### src/rtl/bus_arbiter3_if.sv
// Shared-bus bundle for bus_arbiter3: three producer request lanes, one-hot steering
// select, and the registered valid/ready output stage.
interface bus_arbiter3_if #(
    parameter int WIDTH = 8
) ();
    logic [2:0]         req_valid;
    logic [2:0]         req_last;
    logic [3*WIDTH-1:0] req_data;
    logic [2:0]         req_ready;
    logic [2:0]         sel;
    logic [WIDTH-1:0]   out_data;
    logic               out_last;
    logic               out_valid;
    logic               out_ready;
    logic               busy;

    // Arbiter side.
    modport slave (
        input  req_valid, req_last, req_data, out_ready,
        output req_ready, sel, out_data, out_last, out_valid, busy
    );

    // Producer/consumer side.
    modport master (
        output req_valid, req_last, req_data, out_ready,
        input  req_ready, sel, out_data, out_last, out_valid, busy
    );
endinterface

### src/rtl/bus_arbiter3.sv
// Round-robin, burst-granular arbiter for three producers sharing one bus.
// The winner's beats pass through a one-entry registered valid/ready stage.
module bus_arbiter3 #(
    parameter int WIDTH = 8
) (
    input  logic          wb_clk_i,
    input  logic          wb_rst_i,
    bus_arbiter3_if.slave bus
);
    typedef enum logic {IDLE = 1'b0, BURST = 1'b1} state_t;

    state_t           state;
    logic [2:0]       sel_q;
    logic [1:0]       lg;
    logic [WIDTH-1:0] data_p1;
    logic             last_p1;
    logic             vld_p1;

    logic             slot_free;
    logic [2:0]       ready;
    logic             xfer;
    logic             glast;
    logic [1:0]       gidx;
    logic [WIDTH-1:0] gdata;

    // Search starts just after the last granted producer and wraps.
    function automatic logic [2:0] rr_pick(input logic [2:0] valid, input logic [1:0] last);
        logic [2:0] pick;
        case (last)
            2'd0:    pick = valid[1] ? 3'b010 : valid[2] ? 3'b100 : valid[0] ? 3'b001 : 3'b000;
            2'd1:    pick = valid[2] ? 3'b100 : valid[0] ? 3'b001 : valid[1] ? 3'b010 : 3'b000;
            default: pick = valid[0] ? 3'b001 : valid[1] ? 3'b010 : valid[2] ? 3'b100 : 3'b000;
        endcase
        return pick;
    endfunction

    function automatic logic [1:0] onehot_idx(input logic [2:0] oh);
        logic [1:0] idx;
        case (oh)
            3'b010:  idx = 2'd1;
            3'b100:  idx = 2'd2;
            default: idx = 2'd0;
        endcase
        return idx;
    endfunction

    always_comb begin
        slot_free = !vld_p1 || bus.out_ready;
        ready     = (state == BURST) ? (sel_q & {3{slot_free}}) : 3'b000;
        xfer      = |(ready & bus.req_valid);
        glast     = |(sel_q & bus.req_last);
        gidx      = onehot_idx(sel_q);
        case (gidx)
            2'd0:    gdata = bus.req_data[3*WIDTH-1:2*WIDTH];
            2'd1:    gdata = bus.req_data[2*WIDTH-1:WIDTH];
            default: gdata = bus.req_data[WIDTH-1:0];
        endcase
    end

    always_ff @(posedge wb_clk_i or posedge wb_rst_i) begin
        if (wb_rst_i) begin
            state   <= IDLE;
            sel_q   <= 3'b000;
            lg      <= 2'd2;
            data_p1 <= '0;
            last_p1 <= 1'b0;
            vld_p1  <= 1'b0;
        end else begin
            // p0 -> p1: output register, load wins over drain
            if (xfer) begin
                data_p1 <= gdata;
                last_p1 <= glast;
                vld_p1  <= 1'b1;
            end else if (vld_p1 && bus.out_ready) begin
                vld_p1  <= 1'b0;
            end

            case (state)
                IDLE: begin
                    if (|bus.req_valid) begin
                        sel_q <= rr_pick(bus.req_valid, lg);
                        state <= BURST;
                    end
                end
                BURST: begin
                    // Grant is held until the last beat; no timeout.
                    if (xfer && glast) begin
                        lg    <= gidx;
                        sel_q <= 3'b000;
                        state <= IDLE;
                    end
                end
                default: begin
                    sel_q <= 3'b000;
                    state <= IDLE;
                end
            endcase
        end
    end

    assign bus.req_ready = ready;
    assign bus.sel       = sel_q;
    assign bus.out_data  = data_p1;
    assign bus.out_last  = last_p1;
    assign bus.out_valid = vld_p1;
    assign bus.busy      = (state == BURST);
endmodule

### src/flat_wrapper.sv
// flat-port wrapper written by rule: the top's interface ports become plain ports
module bus_arbiter3_flat 
#(
    parameter int WIDTH = 8
)
  (wb_clk_i, wb_rst_i, bus_req_valid, bus_req_last, bus_req_data, bus_out_ready, bus_req_ready, bus_sel, bus_out_data, bus_out_last, bus_out_valid, bus_busy);
  bus_arbiter3_if #(.WIDTH(WIDTH)) bus_i ();
  input  logic wb_clk_i;
  input  logic wb_rst_i;
  input wire logic [$bits(bus_i.req_valid)-1:0] bus_req_valid;
  input wire logic [$bits(bus_i.req_last)-1:0] bus_req_last;
  input wire logic [$bits(bus_i.req_data)-1:0] bus_req_data;
  input wire logic [$bits(bus_i.out_ready)-1:0] bus_out_ready;
  output wire logic [$bits(bus_i.req_ready)-1:0] bus_req_ready;
  output wire logic [$bits(bus_i.sel)-1:0] bus_sel;
  output wire logic [$bits(bus_i.out_data)-1:0] bus_out_data;
  output wire logic [$bits(bus_i.out_last)-1:0] bus_out_last;
  output wire logic [$bits(bus_i.out_valid)-1:0] bus_out_valid;
  output wire logic [$bits(bus_i.busy)-1:0] bus_busy;
  assign bus_i.req_valid = bus_req_valid;
  assign bus_i.req_last = bus_req_last;
  assign bus_i.req_data = bus_req_data;
  assign bus_i.out_ready = bus_out_ready;
  assign bus_req_ready = bus_i.req_ready;
  assign bus_sel = bus_i.sel;
  assign bus_out_data = bus_i.out_data;
  assign bus_out_last = bus_i.out_last;
  assign bus_out_valid = bus_i.out_valid;
  assign bus_busy = bus_i.busy;
  bus_arbiter3 #(.WIDTH(WIDTH)) u_core (.wb_clk_i(wb_clk_i), .wb_rst_i(wb_rst_i), .bus(bus_i));
endmodule
### config.mk
export PLATFORM = sky130hd
export DESIGN_NAME = bus_arbiter3_flat
export DESIGN_NICKNAME = d
export VERILOG_FILES = /design/src/rtl/bus_arbiter3_if.sv /design/src/rtl/bus_arbiter3.sv /design/src/flat_wrapper.sv
export SDC_FILE = /design/constraint.sdc
export NUM_CORES = 1
export LEC_CHECK = 0
export ABC_CLOCK_PERIOD_IN_PS = 3000
export BUFFER_PORTS_ARGS = -buffer_cell sky130_fd_sc_hd__buf_4
export CAP_MARGIN = 20
export CORE_MARGIN = 2
export CORE_UTILIZATION = 45
export CTS_CLUSTER_DIAMETER = 100
export DETAILED_ROUTE_END_ITERATION = 16
export PLACE_DENSITY = 0.81
export SLEW_MARGIN = 20
export SYNTH_ARGS = -nofsm -noshare
export SYNTH_HDL_FRONTEND = slang
export SYNTH_SLANG_ARGS = --single-unit
export TNS_END_PERCENT = 50
### constraint.sdc
create_clock -name wb_clk_i -period 3 [get_ports wb_clk_i]
set_clock_uncertainty 0.15 [all_clocks]
set_input_delay 0.15 -clock wb_clk_i [delete_from_list [all_inputs] [get_ports wb_clk_i]]
set_output_delay 0.15 -clock wb_clk_i [all_outputs]
set_load 0.1 [all_outputs]
After elaboration in Yosys (flattened, before gate mapping)
Index checks and enable logic that the tools add are counted.
{ "totals": {"input_bits": 33, "output_inout_bits": 17, "elab_cells": 49, "register_bits": 16} }
{ "op_classes": {"eq_ne": 6, "n_bitwise": 4, "muxes": 21, "reduce_logical": 12} }
{ "ops": {"columns": ["op", "count"], "rows": [
  ["3-bit 2-to-1 mux", 10],
  ["8-bit one-hot mux with 2 select lines", 1],
  ["3-bit one-hot mux with 2 select lines", 2],
  ["3-bit AND", 3],
  ["3-bit OR reduction", 3],
  ["1-bit 2-to-1 mux", 5],
  ["2-bit by 1-bit equality test with 1-bit output (second input constant)", 2],
  ["2-bit logical NOT", 2],
  ["2-bit one-hot mux with 2 select lines", 1],
  ["2-bit AND reduction", 2],
  ["3-bit by 2-bit equality test with 1-bit output (second input constant)", 1],
  ["3-bit equality test (second input constant)", 1],
  ["1-bit logical AND", 2],
  ["2-bit 2-to-1 mux", 1],
  ["2-bit by 1-bit != test with 1-bit output (second input constant)", 1],
  ["2-bit != test (second input constant)", 1],
  ["1-bit one-hot mux with 2 select lines", 1],
  ["2-bit nonzero test", 1],
  ["1-bit logical NOT", 1],
  ["1-bit logical OR", 1],
  ["1-bit inverter", 1]
]} }

Logic depth before layout (Yosys ltp)
{ "depth": {"depth_word": 9, "mapped_depth": 6, "depth_no_buf": 4} }

Worst setup path after synthesis
OpenSTA, ideal clock, no wires.
{ "synth_path": {"path_kind": "reg-to-output", "start": "reg u_core.state (netlist: u_core.bus.busy)", "end": "out bus_req_ready[0]", "path_buffers": 1, "required_ns": 2.700, "setup_slack_ns": 0.637, "arrival_ns": 2.063, "stages_incl_launch_ff": 3, "cell_sequence": "dfrtp_1 > clkbuf_1 > and3_1"} }
{ "synth_between": {"elab_chain_cells": 1} }
{ "synth_lines": {"columns": ["item", "line_no", "source"], "rows": [
  ["start, declared", "bus_arbiter3.sv:12", "state_t state;"],
  ["start signal, assigned", "bus_arbiter3.sv:62", "state <= IDLE;"],
  ["start signal, assigned", "bus_arbiter3.sv:82", "state <= BURST;"],
  ["start signal, assigned", "bus_arbiter3.sv:90", "state <= IDLE;"],
  ["3-bit 2-to-1 mux", "bus_arbiter3.sv:49", "ready = (state == BURST) ? (sel_q & {3{slot_free}}) : 3'b000;"],
  ["end, declared", "flat_wrapper.sv:14", "output wire logic [$bits(bus_i.req_ready)-1:0] bus_req_ready;"]
]} }
No other way between the ends.

Worst setup path after layout
{ "layout_path": {"start": "reg u_core.state (netlist: u_core.bus.busy)", "end": "reg u_core.sel_q[0] (netlist: u_core.bus.sel[0])"} }
{ "layout_between": {"elab_chain_cells": 6, "word_cells_on_any_way": 9, "cone_classes": "eq/ne (2); mux (2); bitwise (2); reduce/logical (3)"} }
{ "layout_lines": {"columns": ["item", "line_no", "source"], "rows": [
  ["3-bit 2-to-1 mux", "bus_arbiter3.sv:49", null],
  ["3-bit AND", "bus_arbiter3.sv:50", "xfer = |(ready & bus.req_valid);"],
  ["3-bit OR reduction", "bus_arbiter3.sv:50", null],
  ["1-bit logical AND", "bus_arbiter3.sv:87", "if (xfer && glast) begin"],
  ["2-bit != test (no line)", null, null],
  ["2-bit AND reduction (no line)", null, null],
  ["end signal, assigned", "bus_arbiter3.sv:81", "sel_q <= rr_pick(bus.req_valid, lg);"],
  ["end, declared", "bus_arbiter3.sv:13", "logic [2:0] sel_q;"]
]} }
Parallel ways exist; a longest one is shown, timed or not.
A chain may end at the register's enable or synchronous reset.

==> results.cfg <==
[sta]
hold_viol_final = 0
holdWs_ns = 0.00605
drv_slew = 0
relSlewSlack_pct = 56.6
rsz0062_at_grt = false
tightest_slew_ns = 0.645
setup_violations = 0
fin_crit_ns = 1.92
worst_slack_ns = 1.08
tns_ns = 0
min_period_over_period_pct = 63.9
fmax_mhz = 522

[layout]
antennaDiodeCount = 0
fin_nets = 174
nFillCells = 162
area_delta_synth_final_pct = 50.1
fin_cells = 167
drive_gt1_share_pct = 42.9

[synthesis]
yosysTopAreaCellShare_pct = 41.1
synth.avg_cell_area_um2 = 10.7
synth_fp_nets = 118
syn_area_um2 = 913
yosysWarnings = 0
synth-seq-cells = 16
postSynthCellCount = 85
synthSimpleGateAreaFrac_pct = 18.2
synth_edf_count = 0
synth.largest_area_cell = dfrtp_1
async_flop_share_pct = 100
synthMuxAreaShare_pct = 21.4
synthFlopType = dfrtp_1
synth_top_family_by_area = multiplexers
synthXorXnorAreaFrac_pct = 0
synth_cell_types = 28
synth_compound_area_share_pct = 13.4
seq_area_frac_synth_pct = 44.0
synth.top_cells.by_count = dfrtp_1 (15), mux2i_1 (9), nand2_1 (9), mux2_1 (8), o21ai_0 (8)
synthAdderAreaFrac_pct = 0
yosysMostFrequentCell = dfrtp_1
synth_area_leaders = dfrtp_1 (41%), mux2i_1 (9.9%), mux2_1 (9.9%), o21ai_0 (4.4%), o21ai_1 (3.8%)

[clock_tree]
post_cts_buffers = 0
cts_max_path_buffers = 2
clockRootBuffer = clkbuf_4
postCtsHoldBufs = 5
numCtsBuffers = 3
h-tree-depth = 1
cts_tree = built
path_clk_slew_ns = 0.09
clk_latency_ns = 0.27
cts_resized = 0
cts_sinks = 16

[setup_path]
crit-reg2reg-launch = u_core.bus.busy
rrSetupSlack_ns = 1.08
cp-end-kind = flop
start_kind = flop
worstPathRequired_ns = 3.03
critPathKind = reg -> reg
critPathMaxFanout = 12
r2r_end = u_core.bus.sel[0]
arrival_ns = 1.95
r2r_cells = 3

[global_routing]
grt_pass1_wl_mm = 3.85
grtUsageTotal_pct = 20.5
grt_max_degree = 20
met1_usage_pct = 26.4
grt_use_met3_pct = 6.44
grt.met2_usage_pct = 31.7
first_global_vias = 828
grt.busiest_layer = met2
antenna_found_initial = 0
grt_overflow = 0

[floorplanning]
coreArea_mm2 = 0.00194
initial_utilization_pct = 47.0
pin_count = 50
num_rows = 16
dieArea_mm2 = 0.00241
die-height_um = 49.1
fp.dieW_um = 49.1

[place]
numPortBuffers = 49
dpl_worst_slack_ns = 1.11
dp_cells = 158
post-dp-hpwl_mm = 1.66
gp_congestion = 0.902

[route]
drtAntennaViolNets = 0
wl_per_cell_um = 13.3
via_count = 839
drc = 0
dr.pass1.iters = 4
drtIter0Drc = 3
wl_mm = 2.22
vias_per_cell = 5.02

[min_path]
hp-start = bus_req_data[4]
min_to = u_core.bus.out_data[4]
hold_depth = 3
min_path_type = in -> reg

[run_status]
status = completed

[job]
cap_violations = 0
how the worst max path moves through the flow:
stage	cells past startpoint	to	slack, ns	startpoint
after floorplan	2	bus_req_ready[0]	0.64	u_core.bus.busy
after global placement	4	u_core.bus.out_data[6]	1.17	u_core.bus.sel[2]
after detailed placement	4	u_core.bus.out_data[6]	1.11	u_core.bus.sel[2]
after CTS	4	u_core.bus.out_data[6]	1.08	u_core.bus.sel[2]
after global routing	4	u_core.bus.out_data[6]	0.97	u_core.bus.sel[1]
final	3	u_core.bus.sel[0]	1.08	u_core.bus.busy
layout by cell type (no fill, tap or decap), types with 2 or more instances in the layout:
master and instances:
buf_4 49, dfrtp_1 15, mux2i_1 9, nand2_1 9, mux2_1 8, o21ai_0 8, o21ai_1 7, dlygate4sd3_1 5
nor2_1 3, clkbuf_4 3, a222oi_1 2, inv_1 2, nor2b_1 2, nand3b_1 2, and3_1 2
cell type report:
type,instances,area [µm²],share of cell area [%]
Timing Repair Buffer,54,418,30.5
Sequential cell,16,402,29.3
Clock buffer,4,26.3,1.92
Inverter,2,7.51,0.547
Multi-Input combinational cell,64,484,35.3
Tap cell,27,33.8,2.46
worst max-delay path: stages (launching register included):
cell	delay (ns)
dfrtp_1	0.52
nor4_1	0.64
o21ai_0	0.25
o21ai_0	0.26
logic make-up (layout without fill, tap and decap cells):
logic type | count (synthesis) | after routing
AO/OA/AOI/OAI | 21 | 21
buffers and inverters | 5 | 60
flip-flops | 16 | 16
multiplexers | 18 | 18
AND/OR/NAND/NOR | 25 | 25
state kept, by name, summed over array words and instances (netlist names):
register and cells:
u_core.bus.busy 1, u_core.bus.out_last 1, u_core.bus.out_valid 1, u_core.bus.sel 3, u_core.bus.out_data 8, u_core.lg 2
routing by layer:
metal  vias to the layer above  part of all wire, %
met2                        41                   45
met3                         6                  8.9
li1                        419                    -
met5                         -                    0
met1                       373                   44
met4                         0                  2.4
stage by stage:
step	util, %	area (µm²)
CTS	70.6	1370
finish	70.6	1370
global placement	66.7	1290
detailed placement	66.7	1290
global route	70.6	1370
floorplan	-	913
Power is left out: the tool's default activity adds up to more than one toggle a clock period on the data nets, which glitch-free logic cannot reach.
